## src/rtl/money_field_renderer.sv

```systemverilog
// rtl/money_field_renderer.sv - per-frame double-dabble conversion of money fields and font ROM addressing
// Optional feature macro: MONEY_LEADING_ZERO_BLANK_EN (render leading zero digits as spaces)
module money_field_renderer #(
   parameter int NUM_FIELDS = 4,
   parameter int VALUE_W    = 11,
   parameter int DIGITS     = 4
) (
   input  logic                                Clk,
   input  logic                                Reset_n,
   input  logic                                frame_start,
   input  logic [NUM_FIELDS-1:0][VALUE_W-1:0]  values,
   input  logic [NUM_FIELDS-1:0][9:0]          field_x,
   input  logic [NUM_FIELDS-1:0][9:0]          field_y,
   input  logic [9:0]                          DrawX,
   input  logic [9:0]                          DrawY,
   input  logic [7:0]                          font_data,
   output logic [10:0]                         font_address,
   output logic                                text_on,
   output logic                                busy,
   output logic                                digits_valid,
   output logic                                overrun
);
   localparam int BCD_W   = DIGITS * 4;
   localparam int FW      = (DIGITS + 1) * 8;
   localparam int CW      = $clog2(FW);
   localparam int CNT_W   = $clog2(VALUE_W + 1);
   localparam int IDX_W   = (NUM_FIELDS > 1) ? $clog2(NUM_FIELDS) : 1;
   localparam int MAX_VAL = 10 ** DIGITS - 1;
   localparam logic [IDX_W-1:0] LAST_IDX = IDX_W'(NUM_FIELDS - 1);

   typedef enum logic [2:0] {S_IDLE, S_SNAP, S_LOAD, S_SHIFT, S_COMMIT} state_t;

   state_t state, next_state;

   logic [VALUE_W-1:0]       shadow  [NUM_FIELDS];
   logic [BCD_W-1:0]         staging [NUM_FIELDS];
   logic [BCD_W-1:0]         disp    [NUM_FIELDS];
   logic [BCD_W-1:0]         bcd;
   logic [BCD_W-1:0]         bcd_adj;
   logic [VALUE_W-1:0]       bin;
   logic [BCD_W+VALUE_W-1:0] shift_all;
   logic [CNT_W-1:0]         bit_cnt;
   logic [IDX_W-1:0]         idx;

   logic [10:0]      dx, dy;
   logic             hit, hit_d;
   logic [BCD_W-1:0] sel_bcd;
   logic [CW-1:0]    sel_dx;
   logic [3:0]       sel_row;
   logic [6:0]       code;
   logic [2:0]       col_d;

   // Character code for glyph slot k: 0 is the dollar sign, 1..DIGITS are digits MSD first.
   function automatic logic [6:0] glyph_code(input logic [BCD_W-1:0] digs, input int k);
      logic [3:0] d;
`ifdef MONEY_LEADING_ZERO_BLANK_EN
      logic lead;
`endif
      d = 4'd0;
      glyph_code = 7'd36;
      if (k > 0) begin
         d = digs[(DIGITS-k)*4 +: 4];
         glyph_code = 7'd48 + 7'(d);
`ifdef MONEY_LEADING_ZERO_BLANK_EN
         lead = 1'b1;
         for (int j = 1; j <= DIGITS; j++)
            if (j <= k && digs[(DIGITS-j)*4 +: 4] != 4'd0) lead = 1'b0;
         if (lead && k < DIGITS) glyph_code = 7'd32;
`endif
      end
   endfunction

   always_ff @(posedge Clk or negedge Reset_n) begin
      if (!Reset_n) state <= S_IDLE;
      else          state <= next_state;
   end

   always_comb begin
      next_state = state;
      case (state)
         S_IDLE:   if (frame_start) next_state = S_SNAP;
         S_SNAP:   next_state = S_LOAD;
         S_LOAD:   next_state = S_SHIFT;
         S_SHIFT:  if (bit_cnt == CNT_W'(1)) next_state = (idx == LAST_IDX) ? S_COMMIT : S_LOAD;
         S_COMMIT: next_state = S_IDLE;
         default:  next_state = S_IDLE;
      endcase
   end

   assign busy    = (state != S_IDLE);
   assign overrun = frame_start & busy;

   always_comb begin
      bcd_adj = '0;
      for (int n = 0; n < DIGITS; n++)
         bcd_adj[n*4 +: 4] = (bcd[n*4 +: 4] >= 4'd5) ? bcd[n*4 +: 4] + 4'd3 : bcd[n*4 +: 4];
   end

   assign shift_all = {bcd_adj, bin} << 1;

   always_ff @(posedge Clk or negedge Reset_n) begin
      if (!Reset_n) begin
         for (int i = 0; i < NUM_FIELDS; i++) begin
            shadow[i]  <= '0;
            staging[i] <= '0;
            disp[i]    <= '0;
         end
         bcd          <= '0;
         bin          <= '0;
         bit_cnt      <= '0;
         idx          <= '0;
         digits_valid <= 1'b0;
      end else begin
         case (state)
            S_SNAP: begin
               for (int i = 0; i < NUM_FIELDS; i++)
                  shadow[i] <= (int'(values[i]) > MAX_VAL) ? VALUE_W'(MAX_VAL) : values[i];
               idx <= '0;
            end
            S_LOAD: begin
               bcd     <= '0;
               bin     <= shadow[idx];
               bit_cnt <= CNT_W'(VALUE_W);
            end
            S_SHIFT: begin
               {bcd, bin} <= shift_all;
               bit_cnt    <= bit_cnt - 1'b1;
               if (bit_cnt == CNT_W'(1)) begin
                  staging[idx] <= shift_all[BCD_W+VALUE_W-1:VALUE_W];
                  if (idx != LAST_IDX) idx <= idx + 1'b1;
               end
            end
            S_COMMIT: begin
               for (int i = 0; i < NUM_FIELDS; i++) disp[i] <= staging[i];
               digits_valid <= 1'b1;
            end
            default: ;
         endcase
      end
   end

   // 11-bit differences: a pixel left of or above a field wraps to a large value and misses.
   always_comb begin
      hit     = 1'b0;
      sel_bcd = '0;
      sel_dx  = '0;
      sel_row = '0;
      dx      = '0;
      dy      = '0;
      for (int i = NUM_FIELDS - 1; i >= 0; i--) begin
         dx = {1'b0, DrawX} - {1'b0, field_x[i]};
         dy = {1'b0, DrawY} - {1'b0, field_y[i]};
         if (dx < 11'(FW) && dy < 11'd16) begin
            hit     = 1'b1;
            sel_bcd = disp[i];
            sel_dx  = dx[CW-1:0];
            sel_row = dy[3:0];
         end
      end
   end

   assign code         = hit ? glyph_code(sel_bcd, int'(sel_dx[CW-1:3])) : 7'd32;
   assign font_address = Reset_n ? {code, sel_row} : 11'd0;

   always_ff @(posedge Clk or negedge Reset_n) begin
      if (!Reset_n) begin
         hit_d <= 1'b0;
         col_d <= 3'd0;
      end else begin
         hit_d <= hit;
         col_d <= sel_dx[2:0];
      end
   end

   assign text_on = hit_d & font_data[3'd7 - col_d];

endmodule

```

## config.mk

```make
export PLATFORM = sky130hd
export DESIGN_NAME = money_field_renderer
export DESIGN_NICKNAME = d
export VERILOG_FILES = /design/src/rtl/money_field_renderer.sv
export SDC_FILE = /design/constraint.sdc
export NUM_CORES = 1
export LEC_CHECK = 0
export ABC_CLOCK_PERIOD_IN_PS = 12200
export CORE_MARGIN = 4
export CORE_UTILIZATION = 45
export CTS_CLUSTER_DIAMETER = 100
export DETAILED_ROUTE_END_ITERATION = 10
export HOLD_SLACK_MARGIN = 0.05
export PLACE_DENSITY = 0.67
export SYNTH_ARGS = -nofsm -noshare
export SYNTH_HDL_FRONTEND = slang
export SYNTH_SLANG_ARGS = --single-unit
```

## constraint.sdc

```tcl
create_clock -name Clk -period 12.2 [get_ports Clk]
set_clock_uncertainty 0.1 [all_clocks]
set_input_delay 3.05 -clock Clk [delete_from_list [all_inputs] [get_ports Clk]]
set_output_delay 3.05 -clock Clk [all_outputs]
set_load 0.02 [all_outputs]
```

* Word level (Yosys, flattened, before mapping)
Index checks and enable logic that the tools add are counted.
** Storage, ports and cells
- Memories kept :: 0
- Bits in registers :: 213
- Memory bits (writable) :: 0
- ROM bits :: 0
- Output and inout port bits :: 15
- Word-level logic and storage cells :: 120
- Latch bits :: 0
** Cells by class
- Equality and inequality tests :: 10
- Bitwise logic cells :: 3
- Mux-type cells :: 41
- Shift-type cells :: 1
- Add/subtract/negate cells :: 17
- Multiply operators :: 0
- Order comparisons :: 16
- Reductions and logical operators :: 12
- Divide/modulo/power cells :: 0
** Operators with widths (number)
- subtractor 10 x 10 -> 11 bit :: 8
- 2-to-1 mux 16 bit :: 5
- bitwise mux 64 bit :: 1
- less-than comparator 11 x 5 -> 1 bit, second input constant :: 4
- less-than comparator 11 x 6 -> 1 bit, second input constant :: 4
- 2-to-1 mux 11 bit :: 3
- demux 16 bit (select 2 bit) :: 1
- one-hot mux 16 bit (2 select lines) :: 1
- 2-to-1 mux 4 bit :: 7
- 2-to-1 mux 6 bit :: 4
- binary-select mux 11 bit (select 2 bit) :: 1
- one-hot mux 11 bit (2 select lines) :: 1
- greater-or-equal comparator 4 x 3 -> 1 bit, second input constant :: 4
- indexed part select 16 x 6 -> 4 bit :: 1
- 2-to-1 mux 7 bit :: 2
- adder 4 x 2 -> 4 bit, second input constant :: 3
- 2-to-1 mux 3 bit :: 4
- one-hot mux 3 bit (4 select lines) :: 1
- != test 2 bit, second input constant :: 4
- one-hot mux 4 bit (2 select lines) :: 1
- adder 6 x 4 -> 7 bit, first input constant :: 1
- equality test 3 x 2 -> 1 bit, second input constant :: 2
- logical AND 1 bit :: 5
- 2-to-1 mux 1 bit :: 5
- other kinds (23) :: 27

* Longest topological paths before layout
- Depth in word-level cells :: 13
- Mapped depth :: 25

* Worst setup path after synthesis
Ideal clock, no wire load.
- Path type :: input to output
- Start point :: input field_y[26] (netlist bit)
- End point :: output font_address[4]
- Arrival time :: 7552 ps
- Data required time :: 9050 ps
- Slack :: 1498 ps
- Buffers on the path :: 4
- Cell stages on the path :: 23
- Path through :: inv_1 -> ha_1 -> a21o_1 -> a211oi_2 -> nor3_1 -> or4b_1 -> nor4b_2 -> nand2_1 -> or3_1 -> buf_2 -> clkbuf_1 -> clkbuf_1 -> and3_1 -> a21o_1 -> nand2_1 -> o21ai_1 -> mux2i_1 -> ha_1 -> clkbuf_1 -> mux4_2 -> mux2_2 -> mux2i_1 -> nor2b_1
** Between the ends
- Cells in the longest elaborated chain, start to end :: 12
- Elaborated cells on any way between the ends :: 19
** Ends and longest elaborated chain
- from (decl) :: RTL line 13 : input logic [NUM_FIELDS-1:0][9:0] field_y,
- subtractor 10 x 10 -> 11 bit * :: RTL line 152 : dy = {1'b0, DrawY} - {1'b0, field_y[i]};
- less-than comparator 11 x 5 -> 1 bit * :: RTL line 153 : if (dx < 11'(FW) && dy < 11'd16) begin
- logical AND 1 bit * :: RTL line 153
- 2-to-1 mux 6 bit (3 in series) :: RTL line 153
- subtractor 3 x 3 -> 4 bit :: RTL line 62 : d = digs[(DIGITS-k)*4 +: 4];
- indexed part select 16 x 6 -> 4 bit :: RTL line 62
- adder 6 x 4 -> 7 bit :: RTL line 63 : glyph_code = 7'd48 + 7'(d);
- 2-to-1 mux 7 bit :: RTL line 61 : if (k > 0) begin
- 2-to-1 mux 7 bit * :: RTL line 162 : assign code = hit ? glyph_code(sel_bcd, int'(sel_dx[CW-1:3])) : 7'd32;
- 2-to-1 mux 11 bit * :: RTL line 163 : assign font_address = Reset_n ? {code, sel_row} : 11'd0;
- to (decl) :: RTL line 17 : output logic [10:0] font_address,
Every way passes the cells marked *; elsewhere a longest branch is shown, timed or not.

* Worst setup path after layout
- Start point :: input DrawX[6]
- End point :: output font_address[4]
** Between the ends
- Cells in the longest elaborated chain, start to end :: 13
- Elaborated cells on any way between the ends :: 31
** Ends and longest elaborated chain
- from (decl) :: RTL line 14 : input logic [9:0] DrawX,
- subtractor 10 x 10 -> 11 bit :: RTL line 151 : dx = {1'b0, DrawX} - {1'b0, field_x[i]};
- less-than comparator 11 x 6 -> 1 bit :: RTL line 153
- logical AND 1 bit :: RTL line 153
- 2-to-1 mux 6 bit (4 in series) :: RTL line 153
- subtractor 3 x 3 -> 4 bit :: RTL line 62
- indexed part select 16 x 6 -> 4 bit :: RTL line 62
- adder 6 x 4 -> 7 bit :: RTL line 63
- 2-to-1 mux 7 bit :: RTL line 61
- 2-to-1 mux 7 bit * :: RTL line 162
- 2-to-1 mux 11 bit * :: RTL line 163
Marked as above.

==> run metrics <==
status=finished clean; core area=29,700 um^2; starting density of the core=0.456; gpl congestion=0.941; wire per inst=18.9 um; CTS tree=done; fraction of registers with async set/reset=1.00; via count=10,689; highest-delay cell along the critical path=clkdlybuf4s50_1; max frequency=about 85 MHz; Final TNS setup=0 ps; most used flip-flop cell after synthesis=dfrtp_1; final net count=1,772; syn avg cell area=10.0 um^2; critical path arrival=8670 ps; Fin. Hold Viols=0; Longest Clk Path Bufs=3; Die Y=182 um; die area=33,000 um^2; initial DRC count=694; first-pass GRT wire length=58,200 um; number of gates resized after cts=0; drt drc=0; First-pass DRT Iterations=5; total CTS buffers=21; area grow syn2layout=20.8%; library cells used by synthesis=77; Synth Instances=around 1,400; final wirelength=approximately 36,000 um; GRT Residual Overflow=0; initial antenna violation count=0; layout cell share with drive strength beyond 1=0.134; Crit Path Class=primary input to output pin; power share of the combinational group=0.316; Worst IR Drop VDD=172 uV; CTS Hold Bufs=0; number of routed nets with antenna violations=0; P_leak=7.63 nW; Post-Syn Area=13,600 um^2; die span in x=~180 um; GRT Util Overall=0.215; net switching power=795 uW; Critical Path, Cell by Cell=clkdlybuf4s50_1, ha_1, a21oi_1, o221ai_1, or4b_1, nor4b_2, nand2_1, or3_1, inv_2, a21o_1, nand2_1, o21ai_1, mux2i_1, ha_1, mux4_2, mux2_2, mux2i_1, nor2b_1, clkdlybuf4s50_1; Critical Path Start Type=primary input; Pint=1.67 mW; critical path fanouts, max=11; Worst Path Buf+Inv=3; Tcrit/Tclk final=0.969; clock edge transition at the registers on the reported setup and hold paths=60 ps; final setup violation count=0; number of cell rows=63; sequential element share of the synthesized area=0.393; largest net degree at the start of global routing=88; H-tree depth=1; total I/O pin count=170; EDFF count, synth=0; Vias per Instance=~5.6; number of global-route vias before repair=10,707; Clock Latency Late Sink=490 ps; CTS root buf=clkbuf_16; CTS sink cnt=213; min cycle time layout=11,820 ps; max-cap violations=0; RSZ-0062 raised after global routing=false; Clock Power Share=0.270; # fillers=2,662; Post-CTS Setup Bufs=0; diodes inserted=0; critical path endpoint category=output pin; placed wire-length estimate=27,700 um; #FFs+latches synth=213; YS warnings=0; Slew headroom=0.207; Final Max Slew Viols=0; Sw Ratio=0.323; delay-heaviest family, CP=simple AND/OR/NAND/NOR gates; Slew @ Worst Pin=1190 ps; Tot Pwr=about 2.5 mW; port bufs=168; Seq pwr share=0.414; slowest stage delay, CP=630 ps; worst path required time=~9000 ps; Power Dens Cells=between 150 and 200 nW/um^2; min-delay worst type=flop to flop; syn nets=around 1,600
-- metrics by stage --
step / area (um^2) / instances / setup WS (ps) / utilization / hold WS [ps]
floorplan: 13600 / 1356 / 1500 / - / 344
global placement: 15700 / 1880 / 534 / 0.527 / 357
CTS: 16400 / 1913 / 402 / 0.551 / 369
global route: 16400 / 1913 / 65.5 / 0.551 / 379
detailed placement: 15700 / 1880 / 414 / 0.527 / 353
finish: 16400 / 1913 / 375 / 0.551 / 365
-- routing by layer --
layer	share of wire	global-route usage	wire length, um
met5	0	0	0
met4	0.019	0.0375	672
met3	0.048	0.0266	1720
met2	0.50	0.380	18000
met1	0.43	0.287	15700
-- worst register-to-register path: stages (launching register included) --
cell     delay, ps
dfrtp_1        530
nor2b_1        810
nand2_1        650
nor2_1         470
nand2_1        700
mux2_2         540
-- power by group through the flow --
stage	clock network [mW]	registers (mW)	logic [mW]
2_1_floorplan	0	0.984	0.547
3_3_place_gp	0	1.02	0.761
3_5_place_dp	0	1.03	0.783
4_1_cts	0.683	1.02	0.788
5_1_grt	0.710	1.05	0.873
6_report	0.665	1.02	0.779
-- placed cells by master, fill, tap and decap left out, drive strengths merged, types with 6 or more instances in the layout --
master and count:
nor2b 24, nor2 55, o211ai 14, nor3 16, nand2 120, and3 9
xnor2 23, a211oi 11, nand4 11, o21a 13, ha 96, a31oi 9
nor3b 9, mux2i 33, o22ai 15, mux2 123, nand2b 20, buf 17
a22o 7, mux4 23, dfrtp 213, clkdlybuf4s50 167, xor2 11, nand3 22
o21bai 6, a21oi 57, and2 10, o21ai 126, clkbuf 29, inv 120
fa 8, a21o 20
-- cell families after synthesis --
family | share of synthesized area
buffers and inverters | 0.0477
AOI/OAI and AO/OA | 0.153
muxes | 0.165
xor gates and xnor gates | 0.0220
other | 0.000277
and+or+nand+nor | 0.118
adders and majority gates | 0.100
DFF | 0.393
-- cells in the mapped netlist (all sizes together) (22+ instances only) --
cell    instances  area, um^2
nor2           55         206
inv           120         450
mux2          123        1390
mux2i          33         334
o21ai         126         631
a21oi          57         285
clkbuf         44         165
nor2b          24         150
nand2         120         450
nand3          22         110
ha             96        1200
mux4           23         518
dfrtp         213        5330
xnor2          23         201
-- layout make-up --
class / instances / area (um^2) / area share
clock buffer: 29 / 606 / 0.0370
multi-input combinational: 973 / 7590 / 0.464
inverter: 120 / 450 / 0.0275
tap: 390 / 488 / 0.0298
sequential: 213 / 5330 / 0.326
timing repair buffer: 184 / 1810 / 0.110
clock inverter: 4 / 97.6 / 0.00596
-- worst paths after layout --
kind	from	to	slack (ps)	cells past startpoint
max	DrawX[6]	font_address[4]	380	19
min	digits_valid$_DFFE_PN0N_	digits_valid$_DFFE_PN0N_	370	1
max reg2reg	state[1]$_DFFE_PN0P_	staging[32]$_DFFE_PN0P_	8290	5
min reg2reg	digits_valid$_DFFE_PN0N_	digits_valid$_DFFE_PN0N_	370	1
max in group asynchronous	Reset_n	staging[29]$_DFFE_PN0P_	7340	3
min in group asynchronous	Reset_n	shadow[0]$_DFFE_PN0P_	2420	1
-- registers in the layout (all words and copies together), names as in the netlist, 2 cells and up --
name,cells
shadow,44
bcd,16
col_d,3
staging,64
bit_cnt,4
state,3
disp,64
bin,11
idx,2
(Power assumes the default switching activity.)
